[config.mk]
export PLATFORM = sky130hd
export DESIGN_NAME = wb_host_bridge
export DESIGN_NICKNAME = d
export VERILOG_FILES = /design/src/rtl/wb_host_bridge.sv
export SDC_FILE = /design/constraint.sdc
export NUM_CORES = 1
export LEC_CHECK = 0
export BUFFER_PORTS_ARGS = -buffer_cell sky130_fd_sc_hd__buf_2
export CORE_MARGIN = 4
export CORE_UTILIZATION = 45
export DETAILED_ROUTE_END_ITERATION = 6
export PLACE_DENSITY = 0.73
export SLEW_MARGIN = 20
export SYNTH_ARGS = -nofsm -noshare
export SYNTH_HDL_FRONTEND = slang
export SYNTH_SLANG_ARGS = --single-unit
export TNS_END_PERCENT = 30
[constraint.sdc]
create_clock -name wbm_clk_i -period 2.1 [get_ports wbm_clk_i]
set_clock_uncertainty 0.2 [all_clocks]
set_input_delay 0.105 -clock wbm_clk_i [delete_from_list [all_inputs] [get_ports wbm_clk_i]]
set_output_delay 0.105 -clock wbm_clk_i [all_outputs]
set_load 0.05 [all_outputs]
[src/rtl/wb_host_bridge.sv]
// rtl/wb_host_bridge.sv - Caravel Wishbone entry bridge with config registers and slave timeout
module wb_host_bridge #(
  parameter logic [23:0] CFG_BASE = 24'h3080_00,
  parameter int unsigned TIMEOUT  = 255,
  parameter logic [31:0] ERR_DATA = 32'hDEAD_DEAD
) (
  input  logic        wbm_clk_i,
  input  logic        wbm_rst_n,
  input  logic        wbm_cyc_i,
  input  logic        wbm_stb_i,
  input  logic        wbm_we_i,
  input  logic [31:0] wbm_adr_i,
  input  logic [31:0] wbm_dat_i,
  input  logic [3:0]  wbm_sel_i,
  output logic [31:0] wbm_dat_o,
  output logic        wbm_ack_o,
  output logic        wbs_cyc_o,
  output logic        wbs_stb_o,
  output logic        wbs_we_o,
  output logic [31:0] wbs_adr_o,
  output logic [31:0] wbs_dat_o,
  output logic [3:0]  wbs_sel_o,
  input  logic [31:0] wbs_dat_i,
  input  logic        wbs_ack_i,
  input  logic        wbs_err_i,
  output logic [6:0]  soft_rst_n_o
);

  typedef enum logic [1:0] {
    ST_IDLE = 2'd0,
    ST_CFG  = 2'd1,
    ST_FWD  = 2'd2,
    ST_RESP = 2'd3
  } state_t;

  localparam logic [15:0] TIMEOUT_C = 16'(TIMEOUT);

  localparam logic [1:0] OFF_GLBL_CTRL = 2'd0;
  localparam logic [1:0] OFF_BANK_SEL  = 2'd1;
  localparam logic [1:0] OFF_STATUS    = 2'd2;
  localparam logic [1:0] OFF_SCRATCH   = 2'd3;

  state_t state;
  state_t state_nxt;

  // Config register bank
  logic [6:0]  glbl_ctrl;
  logic [7:0]  bank_sel;
  logic        sticky_to;
  logic        sticky_err;
  logic [7:0]  abort_cnt;
  logic [31:0] scratch;

  // Forwarded-access bookkeeping
  logic        lat_we;
  logic [31:0] lat_adr;
  logic [31:0] lat_dat;
  logic [3:0]  lat_sel;
  logic [15:0] fwd_cnt;
  logic        fwd_aborted;

  // Decoded request and FSM event strobes
  logic        req;
  logic        cfg_hit;
  logic        acc_cfg;
  logic        acc_fwd;
  logic        fwd_ack;
  logic        fwd_err;
  logic        fwd_to;
  logic        fwd_done;
  logic        upstream_gone;
  logic        cfg_wr;
  logic [1:0]  cfg_off;
  logic [31:0] cfg_rdata;
  logic [31:0] wr_mask;

  // Address bits below the word offset and above it inside the bank are don't-care
  logic unused_adr_bits;
  assign unused_adr_bits = ^{wbm_adr_i[7:4], wbm_adr_i[1:0]};

  assign req           = wbm_cyc_i & wbm_stb_i & ~wbm_ack_o;
  assign cfg_hit       = (wbm_adr_i[31:8] == CFG_BASE);
  assign cfg_off       = wbm_adr_i[3:2];
  assign cfg_wr        = acc_cfg & wbm_we_i;
  assign fwd_done      = fwd_ack | fwd_err | fwd_to;
  assign upstream_gone = fwd_aborted | ~wbm_cyc_i;
  assign wr_mask       = {{8{wbm_sel_i[3]}}, {8{wbm_sel_i[2]}},
                          {8{wbm_sel_i[1]}}, {8{wbm_sel_i[0]}}};

  // Downstream controls follow the FSM; everything else comes from the latches
  assign wbs_cyc_o    = (state == ST_FWD);
  assign wbs_stb_o    = (state == ST_FWD);
  assign wbs_we_o     = lat_we;
  assign wbs_adr_o    = lat_adr;
  assign wbs_dat_o    = lat_dat;
  assign wbs_sel_o    = lat_sel;
  assign soft_rst_n_o = glbl_ctrl;

  // Register read mux; unimplemented bits read as zero
  always_comb begin
    cfg_rdata = 32'h0;
    case (cfg_off)
      OFF_GLBL_CTRL: cfg_rdata = {25'h0, glbl_ctrl};
      OFF_BANK_SEL:  cfg_rdata = {24'h0, bank_sel};
      OFF_STATUS:    cfg_rdata = {16'h0, abort_cnt, 6'h0, sticky_err, sticky_to};
      OFF_SCRATCH:   cfg_rdata = scratch;
      default:       cfg_rdata = 32'h0;
    endcase
  end

  // State register
  always_ff @(posedge wbm_clk_i or negedge wbm_rst_n) begin
    if (!wbm_rst_n) begin
      state <= ST_IDLE;
    end else begin
      state <= state_nxt;
    end
  end

  // Next-state logic and event strobes; slave ack takes priority over error
  always_comb begin
    state_nxt = state;
    acc_cfg   = 1'b0;
    acc_fwd   = 1'b0;
    fwd_ack   = 1'b0;
    fwd_err   = 1'b0;
    fwd_to    = 1'b0;
    case (state)
      ST_IDLE: begin
        if (req) begin
          if (cfg_hit) begin
            acc_cfg   = 1'b1;
            state_nxt = ST_CFG;
          end else begin
            acc_fwd   = 1'b1;
            state_nxt = ST_FWD;
          end
        end
      end
      ST_CFG: begin
        state_nxt = ST_IDLE;
      end
      ST_FWD: begin
        if (wbs_ack_i) begin
          fwd_ack = 1'b1;
        end else if (wbs_err_i) begin
          fwd_err = 1'b1;
        end else if (fwd_cnt == TIMEOUT_C) begin
          fwd_to = 1'b1;
        end
        if (wbs_ack_i || wbs_err_i || (fwd_cnt == TIMEOUT_C)) begin
          state_nxt = ST_RESP;
        end
      end
      ST_RESP: begin
        state_nxt = ST_IDLE;
      end
      default: begin
        state_nxt = ST_IDLE;
      end
    endcase
  end

  // Upstream response: ack and data are held together for exactly one cycle
  always_ff @(posedge wbm_clk_i or negedge wbm_rst_n) begin
    if (!wbm_rst_n) begin
      wbm_ack_o <= 1'b0;
      wbm_dat_o <= 32'h0;
    end else begin
      wbm_ack_o <= 1'b0;
      wbm_dat_o <= 32'h0;
      if (acc_cfg) begin
        wbm_ack_o <= 1'b1;
        wbm_dat_o <= cfg_rdata;
      end else if (fwd_done && !upstream_gone) begin
        wbm_ack_o <= 1'b1;
        wbm_dat_o <= fwd_ack ? wbs_dat_i : ERR_DATA;
      end
    end
  end

  // Latch the forwarded request; bank select is folded in here so later writes cannot move it
  always_ff @(posedge wbm_clk_i or negedge wbm_rst_n) begin
    if (!wbm_rst_n) begin
      lat_we  <= 1'b0;
      lat_adr <= 32'h0;
      lat_dat <= 32'h0;
      lat_sel <= 4'h0;
    end else if (acc_fwd) begin
      lat_we  <= wbm_we_i;
      lat_adr <= {bank_sel, wbm_adr_i[23:0]};
      lat_dat <= wbm_dat_i;
      lat_sel <= wbm_sel_i;
    end
  end

  // Slave wait counter and upstream-abort tracking for the access in flight
  always_ff @(posedge wbm_clk_i or negedge wbm_rst_n) begin
    if (!wbm_rst_n) begin
      fwd_cnt     <= 16'h0;
      fwd_aborted <= 1'b0;
    end else if (acc_fwd) begin
      fwd_cnt     <= 16'h0;
      fwd_aborted <= 1'b0;
    end else if (state == ST_FWD) begin
      fwd_cnt <= fwd_cnt + 16'd1;
      if (!wbm_cyc_i) begin
        fwd_aborted <= 1'b1;
      end
    end
  end

  // Control registers: soft resets, bank select, scratch; byte lanes honoured
  always_ff @(posedge wbm_clk_i or negedge wbm_rst_n) begin
    if (!wbm_rst_n) begin
      glbl_ctrl <= 7'h0;
      bank_sel  <= 8'h0;
      scratch   <= 32'h0;
    end else if (cfg_wr) begin
      case (cfg_off)
        OFF_GLBL_CTRL: if (wbm_sel_i[0]) glbl_ctrl <= wbm_dat_i[6:0];
        OFF_BANK_SEL:  if (wbm_sel_i[0]) bank_sel <= wbm_dat_i[7:0];
        OFF_SCRATCH:   scratch <= (scratch & ~wr_mask) | (wbm_dat_i & wr_mask);
        default:       ;
      endcase
    end
  end

  // Status: sticky abort causes (write-one-to-clear) and a saturating abort counter
  always_ff @(posedge wbm_clk_i or negedge wbm_rst_n) begin
    if (!wbm_rst_n) begin
      sticky_to  <= 1'b0;
      sticky_err <= 1'b0;
      abort_cnt  <= 8'h0;
    end else begin
      if (cfg_wr && (cfg_off == OFF_STATUS) && wbm_sel_i[0]) begin
        if (wbm_dat_i[0]) sticky_to <= 1'b0;
        if (wbm_dat_i[1]) sticky_err <= 1'b0;
      end
      if (fwd_to) sticky_to <= 1'b1;
      if (fwd_err) sticky_err <= 1'b1;
      if ((fwd_to || fwd_err) && (abort_cnt != 8'hFF)) begin
        abort_cnt <= abort_cnt + 8'd1;
      end
    end
  end

endmodule

==> impl_metrics.csv <==
group,metric,value,unit
logic_synthesis,netlist.area_leader.share,58.16,%
setup_path,crit_fanout,7,
sta,max_clock_freq,0.4646,GHz
sta,worst_slew_margin_rel,70.27,%
clock_network,clk_root_buffer_cell,"sky130_fd_sc_hd__clkbuf_16",
logic_synthesis,synth.net_count,693,
grt,grt_pass1_wl,35.09,mm
floorplanning,ios,218,
layout,nFillCells,1150,
power_and_ir_drop,fin_total_pwr,0.01367,W
logic_synthesis,yosysWarningCount,0,
logic_synthesis,yosys.cell_types.count,57,
logic_synthesis,synth_compound_area_share,6.894,%
layout,area_delta_synth_final,51.10,%
power_and_ir_drop,power.ir.vdd_worst,0.0007930,V
logic_synthesis,post_synth_mux_area_share,19.88,%
floorplanning,die_area,0.01917,mm^2
grt,first_global_vias,6715,
logic_synthesis,synth-simple-area-share,11.81,%
grt,grt_start_max_net_pins,50,
clock_network,cts_max_level,4,
floorplanning,die_h,138.5,um
place,placed_area,0.009469,mm^2
logic_synthesis,synth-edff-count,0,
sta,worst_pin_slew,0.4434,ns
logic_synthesis,avgSynthCellArea,13.11,um^2
logic_synthesis,syn_inst,584,
logic_synthesis,synth_top_cells_by_area,"sky130_fd_sc_hd__dfrtp_1 (58%), sky130_fd_sc_hd__mux2_2 (15%), sky130_fd_sc_hd__nor2_1 (2.3%)",
place,buffer_ports.inserted,217,
sta,timing_max_transition_violations_final,0,
detailed_routing,drt_wirelength,22.59,mm
detailed_routing,drt_iter0_markers,379,
power_and_ir_drop,leakagePower,5.648,nW
setup_path,worst_setup_path_end_kind,"register",
outcome,failing_checks,"negative setup slack",
logic_synthesis,post_synth_xor_area_fraction,0.9149,%
setup_path,arrival,2.24,ns
setup_path,crit_path_start_kind,"register",
logic_synthesis,synth_flop_cell,"sky130_fd_sc_hd__dfrtp_1",
detailed_routing,detail-route-antenna-nets,0,
job,max-cap-violations,0,
layout,final_nets,1062,
place,finalWeightedCongestion,0.8533,
sta,finalCriticalPeriod,2.152,ns
logic_synthesis,ys_ff_latch,178,
place,dp.final_hpwl,14.48,mm
clock_network,worst_skew_pair.late_latency,0.43,ns
detailed_routing,vias,6206,
logic_synthesis,largest_family_of_logic_cells_by_synthesized_area,"multiplexers",
logic_synthesis,synth-async-reset-ratio,100.0,%
detailed_routing,detailedRoute.firstPassIterationCount,4,
setup_path,worst_path_slowest_cell,"sky130_fd_sc_hd__or4_4",
setup_path,critPathTopFamily,"simple AND/OR/NAND/NOR gates",
grt,track_usage,22.79,%
clock_network,clk_path_buf_depth,2,
sta,finalSetupViolations,35,
sta,finalHoldViolCount,0,
clock_network,cts_tree,"done",
setup_path,critical_path.cell_chain,"or4_4, or4_4, o211ai_1, o211ai_1",
logic_synthesis,seq_area_frac_synth,58.16,%
setup_path,cpPeakStageDelay,0.56,ns
detailed_routing,routed_via_density,5.233,
floorplanning,floorplan.core_area,0.01664,mm^2
logic_synthesis,post_synth_fa_ha_maj_area_fraction,0.3267,%
floorplanning,row_count,47,
power_and_ir_drop,power.density,1181,mW/mm^2
layout,antenna_cells_inserted,0,
detailed_routing,route.detailed.drc,0,
sta,layout_setup_ws,-0.05236,ns
sta,grt_setup_unrepaired,"yes",
floorplanning,dieWidth,138.5,um
clock_network,clk_pin_slew,0.07,ns
clock_network,cts.sinks,178,
detailed_routing,wl_per_cell,19.05,um
layout,post_route_cells_drive_above_1_share,49.38,%
clock_network,cts_buffers,17,
setup_path,path_buf_inv,0,
floorplanning,floorplan.initialDensity,46.02,%
layout,finalInstanceArea,0.01157,mm^2
setup_path,timing.setup.critical_path_class,"reg2reg",
worst_hold_path,timing.hold.worst.class,"in2reg",
setup_path,worst-endpoint-required,2.19,ns
outcome,run_status,"finished with violations",
logic_synthesis,post-synth-top-area-cell,"sky130_fd_sc_hd__dfrtp_1",
sta,period_share,102.5,%
grt,globalRoute.totalOverflow,0,
logic_synthesis,synth.cell_area,0.007659,mm^2
grt,antenna_violations_before_repair,0,
==> layer usage <==
| metal | wire [um] | up-vias | share of wire [%] | GRT usage (%) |
|---|---|---|---|---|
| met5 | 0 | - | 0 | 0 |
| met4 | 310 | 0 | 1.4 | 5.824 |
| met3 | 1577 | 25 | 7.0 | 7.459 |
| met2 | 11400 | 198 | 50 | 38.08 |
| met1 | 9302 | 3105 | 41 | 28.84 |
| li1 | - | 2878 | - | - |
==> synth_stat cells (all sizes together) (11+ instances only) <==
library cell,number
clkbuf,12
nor2,47
a21oi,15
nand2,31
o21ai,12
dfrtp,178
nor3,13
mux2,117
o22ai,11
o2bb2ai,11
buf,13
mux2i,13
==> logic make-up (layout without fill, tap and decap cells) <==
group / Yosys count / count (layout)
flops: 178 / 178
simple gates: 151 / 151
mux: 132 / 132
compound gates: 78 / 78
buf+inv: 35 / 417
xor+xnor: 8 / 8
fa+ha+maj: 2 / 2
==> placed cells by master, fill, tap and decap left out, drive strengths merged, types with 4 or more instances in the layout <==
cell type / Yosys / layout
mux2: 117 / 117
xnor2: 5 / 5
a22o: 5 / 5
nor4: 8 / 8
nand3: 8 / 8
nor2: 47 / 47
buf: 13 / 275
mux2i: 13 / 13
dlygate4sd3: 0 / 95
nand4: 8 / 8
inv: 10 / 19
a31oi: 4 / 4
o22ai: 11 / 11
nand2: 31 / 31
o21ai: 12 / 12
or3: 7 / 7
nor3: 13 / 13
o211ai: 9 / 9
nor4b: 4 / 4
o2bb2ai: 11 / 11
or4: 5 / 5
clkbuf: 12 / 21
dfrtp: 178 / 178
a21oi: 15 / 15
nand2b: 4 / 4
==> worst register-to-register path: stages, from the launching register on <==
cell and delay, ns:
sky130_fd_sc_hd__dfrtp_1 0.38, sky130_fd_sc_hd__or4_4 0.55, sky130_fd_sc_hd__or4_4 0.56, sky130_fd_sc_hd__o211ai_1 0.20, sky130_fd_sc_hd__o211ai_1 0.13
==> metrics by stage <==
| stage | util, % | worst slack [ns] | hold slack (ns) | instances | setup TNS [ns] |
|---|---|---|---|---|---|
| 6_report | 69.54 | -0.05236 | 0.06391 | 1186 | -0.7518 |
| 5_1_grt | 69.54 | -0.1432 | 0.06562 | 1186 | -4.649 |
| 4_1_cts | 66.92 | -0.05261 | 0.02520 | 1174 | -0.2738 |
| 3_5_place_dp | 56.90 | -0.2091 | -0.1414 | 1045 | -9.749 |
| 3_3_place_gp | 56.90 | -0.1280 | -0.1397 | 1045 | -7.939 |
| 2_1_floorplan | - | -0.03517 | -0.3906 | 584 | -0.2121 |
==> power by group <==
group,switching [W],internal (W)
logic,0.00386,0.00173
registers,0.000429,0.00421
clock network,0.00150,0.00194
total,0.00578,0.00789
==> timing repair <==
action / in CTS / in global routing
setup endpoints to repair: 47 / 153
cloned: 0 / 4
resized for setup: 17 / 65
hold endpoints to repair: 319 / 1
buffers inserted: 2 / 7
pin swaps: 7 / 20
hold buffers: 95 / 1
==> path summary, 6_finish.rpt <==
kind	start	to	slack, ns	cells past startpoint
min reg2reg	register	wbm_dat_o[30]	0.29	1
max in group asynchronous	wbm_rst_n	sticky_err	0.59	4
max reg2reg	fwd_cnt[10]	abort_cnt[0]	-0.05	4
min in group asynchronous	wbm_rst_n	fwd_cnt[12]	0.51	3
max	fwd_cnt[10]	abort_cnt[0]	-0.05	4
min	wbm_adr_i[2]	wbm_dat_o[7]	0.06	4
==> area by class of cell <==
| cell class | instances | area [um^2] | area share (%) |
|---|---|---|---|
| Clock buffer | 17 | 425.4 | 3.676 |
| Clock inverter | 15 | 212.7 | 1.838 |
| Inverter | 10 | 37.54 | 0.3244 |
| Multi-Input combinational cell | 371 | 3391 | 29.30 |
| Sequential cell | 178 | 4457 | 38.51 |
| Tap cell | 220 | 275.3 | 2.379 |
| Timing Repair Buffer | 375 | 2774 | 23.97 |
(Power assumes the default switching activity.)
